--- src/rtl/arb_out_buf.sv ---
// Output buffer behind an N-way arbiter: captures the granted requester's word
// with its source index into a 2-entry FIFO and presents it on a valid/ready port.
module arb_out_buf #(
  parameter int unsigned N  = 8,
  parameter int unsigned W  = 8,
  parameter int unsigned SW = 3
) (
  input  logic           clk,
  input  logic           rstn,
  input  logic           arb_req,
  output logic           arb_ack,
  input  logic [N-1:0]   arb_gnt,
  input  logic [N*W-1:0] data_i,
  output logic           out_valid,
  input  logic           out_ready,
  output logic [W-1:0]   out_data,
  output logic [SW-1:0]  out_src,
  output logic [15:0]    out_cnt,
  output logic           gnt_err
);

  logic [1:0]    count_q, count_d;
  logic          wr_ptr_q, wr_ptr_d;
  logic          rd_ptr_q, rd_ptr_d;
  logic [15:0]   out_cnt_q, out_cnt_d;
  logic          gnt_err_q, gnt_err_d;

  logic [W-1:0]  mem_data_q [2];
  logic [SW-1:0] mem_src_q  [2];

  logic          full;
  logic          push;
  logic          pop;
  logic          gnt_onehot;
  logic [W-1:0]  wr_data;
  logic [SW-1:0] wr_src;

  // Ack depends only on arb_req and registered state so no loop forms through the arbiter.
  assign full      = (count_q == 2'd2);
  assign arb_ack   = arb_req & ~full;
  assign push      = arb_ack;
  assign out_valid = (count_q != 2'd0);
  assign pop       = out_valid & out_ready;

  assign gnt_onehot = (arb_gnt != '0) && ((arb_gnt & (arb_gnt - N'(1))) == '0);

  // AND-OR select: a malformed grant still yields a deterministic word.
  always_comb begin
    wr_data = '0;
    for (int k = 0; k < int'(N); k++) begin
      wr_data = wr_data | (data_i[k*W +: W] & {W{arb_gnt[k]}});
    end
  end

  always_comb begin
    wr_src = '0;
    for (int k = int'(N) - 1; k >= 0; k--) begin
      if (arb_gnt[k]) begin
        wr_src = SW'(k);
      end
    end
  end

  always_comb begin
    count_d   = count_q;
    wr_ptr_d  = wr_ptr_q;
    rd_ptr_d  = rd_ptr_q;
    out_cnt_d = out_cnt_q;
    gnt_err_d = gnt_err_q;
    if (push) begin
      wr_ptr_d = ~wr_ptr_q;
      if (!gnt_onehot) begin
        gnt_err_d = 1'b1;
      end
    end
    if (pop) begin
      rd_ptr_d  = ~rd_ptr_q;
      out_cnt_d = out_cnt_q + 16'd1;
    end
    unique case ({push, pop})
      2'b10:   count_d = count_q + 2'd1;
      2'b01:   count_d = count_q - 2'd1;
      default: count_d = count_q;
    endcase
  end

  always_ff @(posedge clk or negedge rstn) begin
    if (!rstn) begin
      count_q   <= 2'd0;
      wr_ptr_q  <= 1'b0;
      rd_ptr_q  <= 1'b0;
      out_cnt_q <= 16'd0;
      gnt_err_q <= 1'b0;
    end else begin
      count_q   <= count_d;
      wr_ptr_q  <= wr_ptr_d;
      rd_ptr_q  <= rd_ptr_d;
      out_cnt_q <= out_cnt_d;
      gnt_err_q <= gnt_err_d;
    end
  end

  // Storage needs no reset; validity is tracked by count_q alone.
  always_ff @(posedge clk) begin
    if (push) begin
      mem_data_q[wr_ptr_q] <= wr_data;
      mem_src_q[wr_ptr_q]  <= wr_src;
    end
  end

  assign out_data = mem_data_q[rd_ptr_q];
  assign out_src  = mem_src_q[rd_ptr_q];
  assign out_cnt  = out_cnt_q;
  assign gnt_err  = gnt_err_q;

endmodule

--- config.mk ---
export PLATFORM = sky130hd
export DESIGN_NAME = arb_out_buf
export DESIGN_NICKNAME = d
export VERILOG_FILES = /design/src/rtl/arb_out_buf.sv
export SDC_FILE = /design/constraint.sdc
export NUM_CORES = 1
export LEC_CHECK = 0
export ABC_AREA = 0
export ABC_CLOCK_PERIOD_IN_PS = 4300
export BUFFER_PORTS_ARGS = -buffer_cell sky130_fd_sc_hd__buf_2
export CAP_MARGIN = 0
export CORE_MARGIN = 2
export CORE_UTILIZATION = 51
export CTS_BUF_LIST = sky130_fd_sc_hd__clkbuf_2 sky130_fd_sc_hd__clkbuf_4 sky130_fd_sc_hd__clkbuf_8
export DETAILED_ROUTE_END_ITERATION = 10
export PLACE_DENSITY = 0.87
export RECOVER_POWER = 100
export SKIP_LAST_GASP = 1
export SLEW_MARGIN = 25
export SYNTH_ARGS = -nofsm -noshare
export SYNTH_HDL_FRONTEND = slang
export SYNTH_SLANG_ARGS = --single-unit
export TNS_END_PERCENT = 5
--- constraint.sdc ---
create_clock -name clk -period 4.3 [get_ports clk]
set_input_delay 0.645 -clock clk [delete_from_list [all_inputs] [get_ports clk]]
set_output_delay 0.645 -clock clk [all_outputs]
set_load 0.1 [all_outputs]
==> impl.org <==
** Die
- Core outline area :: 4086 sq um
- Row generation in the floorplan step produced 23 rows.
- 106 I/O pins were placed.
- Die Span X :: 69.79 um
- Once the floorplan was initialized, standard cells occupied 54.01% of the core.
- Total Die Area :: 4870 sq um
- Die Span Y :: 69.79 um

** Worst setup path
- Crit path max fanout :: 12
- For the worst setup path, the data arrival time is 2.14 ns.
- Critical path startpoint :: rd_ptr_q
- The worst setup path is of the reg2out kind.
- Launching point of the worst reg2reg path :: count_q[0]
- Critical Path Source Type :: register
- Walking the worst path, the cells encountered are mux2_2, clkbuf_1.
- Critical Path Sink Type :: primary output
- Data required time at the worst endpoint :: 3.65 ns
- On the critical path, the stage with the largest delay is an instance of clkbuf_1.
- On the worst path, the slowest cell contributes a delay of 0.90 ns.

** Logic synthesis
- Ranked by instance count, the synthesized netlist is headed by a22oi_1 (32), edfxtp_1 (22), dfrtp_1 (21).
- Post-synthesis cell count :: 188
- Warnings, synthesis :: 0
- The most used flip-flop cell after synthesis is edfxtp_1.
- Dominant cell by count in the synthesized netlist :: a22oi_1
- Synth Cell Area :: 2207 sq um
- Proportion of netlist area held by the largest area contributor :: 29.93%
- Number of flops mapped to enable cells by yosys :: 22
- For this run, the register share of the synthesized area comes to 53.74%.
- When the netlist entered floorplanning its net count stood at 266.
- Yosys mapped the design onto 38 distinct sky130hd cell types.
- Post-synthesis area per instance :: 11.74 sq um
- In this run, synthesis produced a sequential element count of 43.
- Top post-synthesis cells by area :: edfxtp_1 (30%), dfrtp_1 (24%), a22oi_1 (11%)
- Of all flip-flops after synthesis, the portion carrying an async set or reset was 48.84%.
- Library cell with the largest summed area after synthesis :: edfxtp_1

** CTS
- The H-tree generated during clock tree synthesis spans 2 levels.
- Number of clock sinks :: 43
- TritonCTS built the clock tree.
- Clock slew at the register clock pins of the worst setup and hold paths :: 0.09 ns
- In this run the deepest clock path goes through 2 buffers.
- Post-CTS setup buffer count :: 0
- At the later pin of the worst-skew pair, clock insertion delay measures 0.29 ns.
- The number of gates resized after CTS was 0.
- Number of buffers added by the clock tree synthesis step :: 5
- In this run the clock root is driven by a clkbuf_8.
- Number of hold buffers added after CTS :: 0

** Timing
- Hold Violations, Final :: 0
- Max Clock Freq :: 359.4 MHz
- At the pin with the least slew margin, the transition time is 1.226 ns.
- Setup violations remaining at the end of the flow were counted as 0.
- Total Neg Setup Slack :: 0 ns
- Final period demand of the worst path :: 2.782 ns
- Max-slew headroom at the worst pin :: 18.62%
- Setup repair after global routing left no endpoint under its margin.
- Clock skew on the completed layout was measured at 0.01086 ns.
- Pins Over Slew Limit :: 0
- In the finished design, the share of the clock period the worst path needs comes to 64.70%.

** GRT
- Entering global routing, the biggest net connects 22 pins.
- Total GRT Usage :: 24.13%
- The first global-routing pass estimated 9197 um of wire.
- The number of antenna violations at the first check in global routing came to 0.
- Number of global-route vias before repair :: 1,909
- Remaining global-route overflow :: 0

** Final layout
- Number of diodes added for antenna fixing :: 0
- Area growth from synthesis to layout :: 26.42%
- The filler cells instantiated in the layout total 342.
- In the final layout, the share of cells above drive strength 1 is 31.96%.
- The finished cells cover 2790 sq um.
- For this run, the post-layout net count is 368.

** Worst hold path
- Type of the most critical hold path :: reg2reg
- The startpoint identified for the worst hold timing path is out_cnt[15].

** Route
- For this block, the routed nets add up to 5683 um of wire.
- Number of design-rule violations left by the first detailed-router iteration :: 226
- The first detailed-routing pass ran for 6 iterations.
- Using the TritonRoute via totals, the vias-per-cell ratio works out to 5.716.
- Antenna-violating nets left :: 0
- Number of remaining DRC errors :: 0
- The detailed router placed 1,949 vias in this run.
- In the final routed layout, each cell accounts on average for 16.67 um.

** Placed design
- The HPWL after detailed placement is 4311 um.
- At the end of routability-driven placement, the weighted congestion stood at 0.7945.
- The count of buffers added on input and output ports is 105.
- In this run the cell area measured after placement is 2751 sq um.

** Job
- Across the run, the number of max-cap violations was 0.

** Pwr
- Cell Pwr Density :: 663.5 nW/um^2
- Worst IR drop on VDD :: 0.4578 mV
- Static leakage :: 1.158 nW

** Outcome
- The flow ran to the end, and the final reports show no timing, DRC or antenna violations.
==> routing by layer <==
metal / share of wire, % / vias up / track usage [%]
li1: - / 928 / -
met1: 40 / 917 / 30.88
met2: 50 / 92 / 38.62
met3: 7.6 / 12 / 6.977
met4: 2.1 / 0 / 9.615
met5: 0 / - / 0
==> power by group <==
part           switching [mW]  total, mW  internal [mW]
clock                   0.136      0.309          0.173
combinational           0.745      0.925          0.179
sequential             0.0832      0.618          0.534
total                   0.965       1.85          0.887
==> per-stage QoR <==
| step | hold slack [ns] | worst slack, ns | power, mW | instances | utilization [%] |
|---|---|---|---|---|---|
| after floorplan | 0.3494 | 2.143 | 1.417 | 188 | - |
| after global placement | 0.4557 | 2.266 | 1.571 | 333 | 67.33 |
| after detailed placement | 0.4586 | 2.237 | 1.586 | 333 | 67.33 |
| after CTS | 0.3080 | 1.968 | 1.893 | 341 | 70.09 |
| after global routing | 0.5029 | 1.437 | 1.927 | 341 | 68.28 |
| final | 0.4707 | 1.518 | 1.851 | 341 | 68.28 |
==> flip-flops by register name, summed over array words and instances, names as in the netlist <==
register,count
count_q,2
gnt_err,1
mem_data_q,16
mem_src_q,6
out_cnt,16
rd_ptr_q,1
wr_ptr_q,1
==> critical path, delay by kind of cell (launching register included) <==
| kind | cells | cell delay (ns) |
|---|---|---|
| muxes | 1 | 0.25 |
| buffers and inverters | 1 | 0.90 |
| DFF | 1 | 0.69 |
==> path summary, 6_finish.rpt <==
path / endpoint / slack [ns] / cells past startpoint
worst min register to register: out_cnt[15] / 0.47 / 1
worst max-delay path: out_data[4] / 1.52 / 2
max in group asynchronous: out_cnt[14] / 3.08 / 1
worst min-delay path: out_cnt[15] / 0.47 / 1
min in group asynchronous: out_cnt[10] / 0.54 / 1
worst max register to register: count_q[1] / 1.79 / 6
==> cells in the final DEF (no fill, tap or decap), types with 2 or more instances in the layout <==
cell type	count
a22oi_1	32
ha_1	2
clkbuf_1	33
nor4_1	4
mux2_2	11
o21ai_0	4
buf_2	72
edfxtp_1	22
dfrtp_1	21
a21oi_1	3
or3_1	2
clkinv_1	2
clkbuf_8	5
xor2_1	5
nor2_1	9
nor3b_1	2
nand3_1	5
xnor2_1	15
nand4_1	12
nor3_1	3
a31oi_1	2
inv_1	2
nand2_1	9
==> kinds of logic (layout without fill, tap and decap cells) <==
family | after synthesis | count (layout) | synth area share, %
buffers and inverters | 15 | 118 | 2.834
flip-flops | 43 | 43 | 53.74
XOR/XNOR | 20 | 20 | 7.937
AO/OA/AOI/OAI | 45 | 45 | 15.19
AND/OR/NAND/NOR | 52 | 52 | 13.55
multiplexers | 11 | 11 | 5.612
adder cells (fa/ha/maj) | 2 | 2 | 1.134
==> cell type report <==
| class | count | area, sq um | share of cell area (%) |
|---|---|---|---|
| flip-flops and latches | 43 | 1186 | 42.51 |
| multi-input cells | 130 | 925.9 | 33.18 |
| repair buffers | 105 | 484.2 | 17.35 |
| clock buffers | 5 | 68.82 | 2.466 |
| well taps | 50 | 62.56 | 2.242 |
| clock inverters | 3 | 43.79 | 1.570 |
| inverters | 5 | 18.77 | 0.6726 |
(Power assumes the default switching activity.)
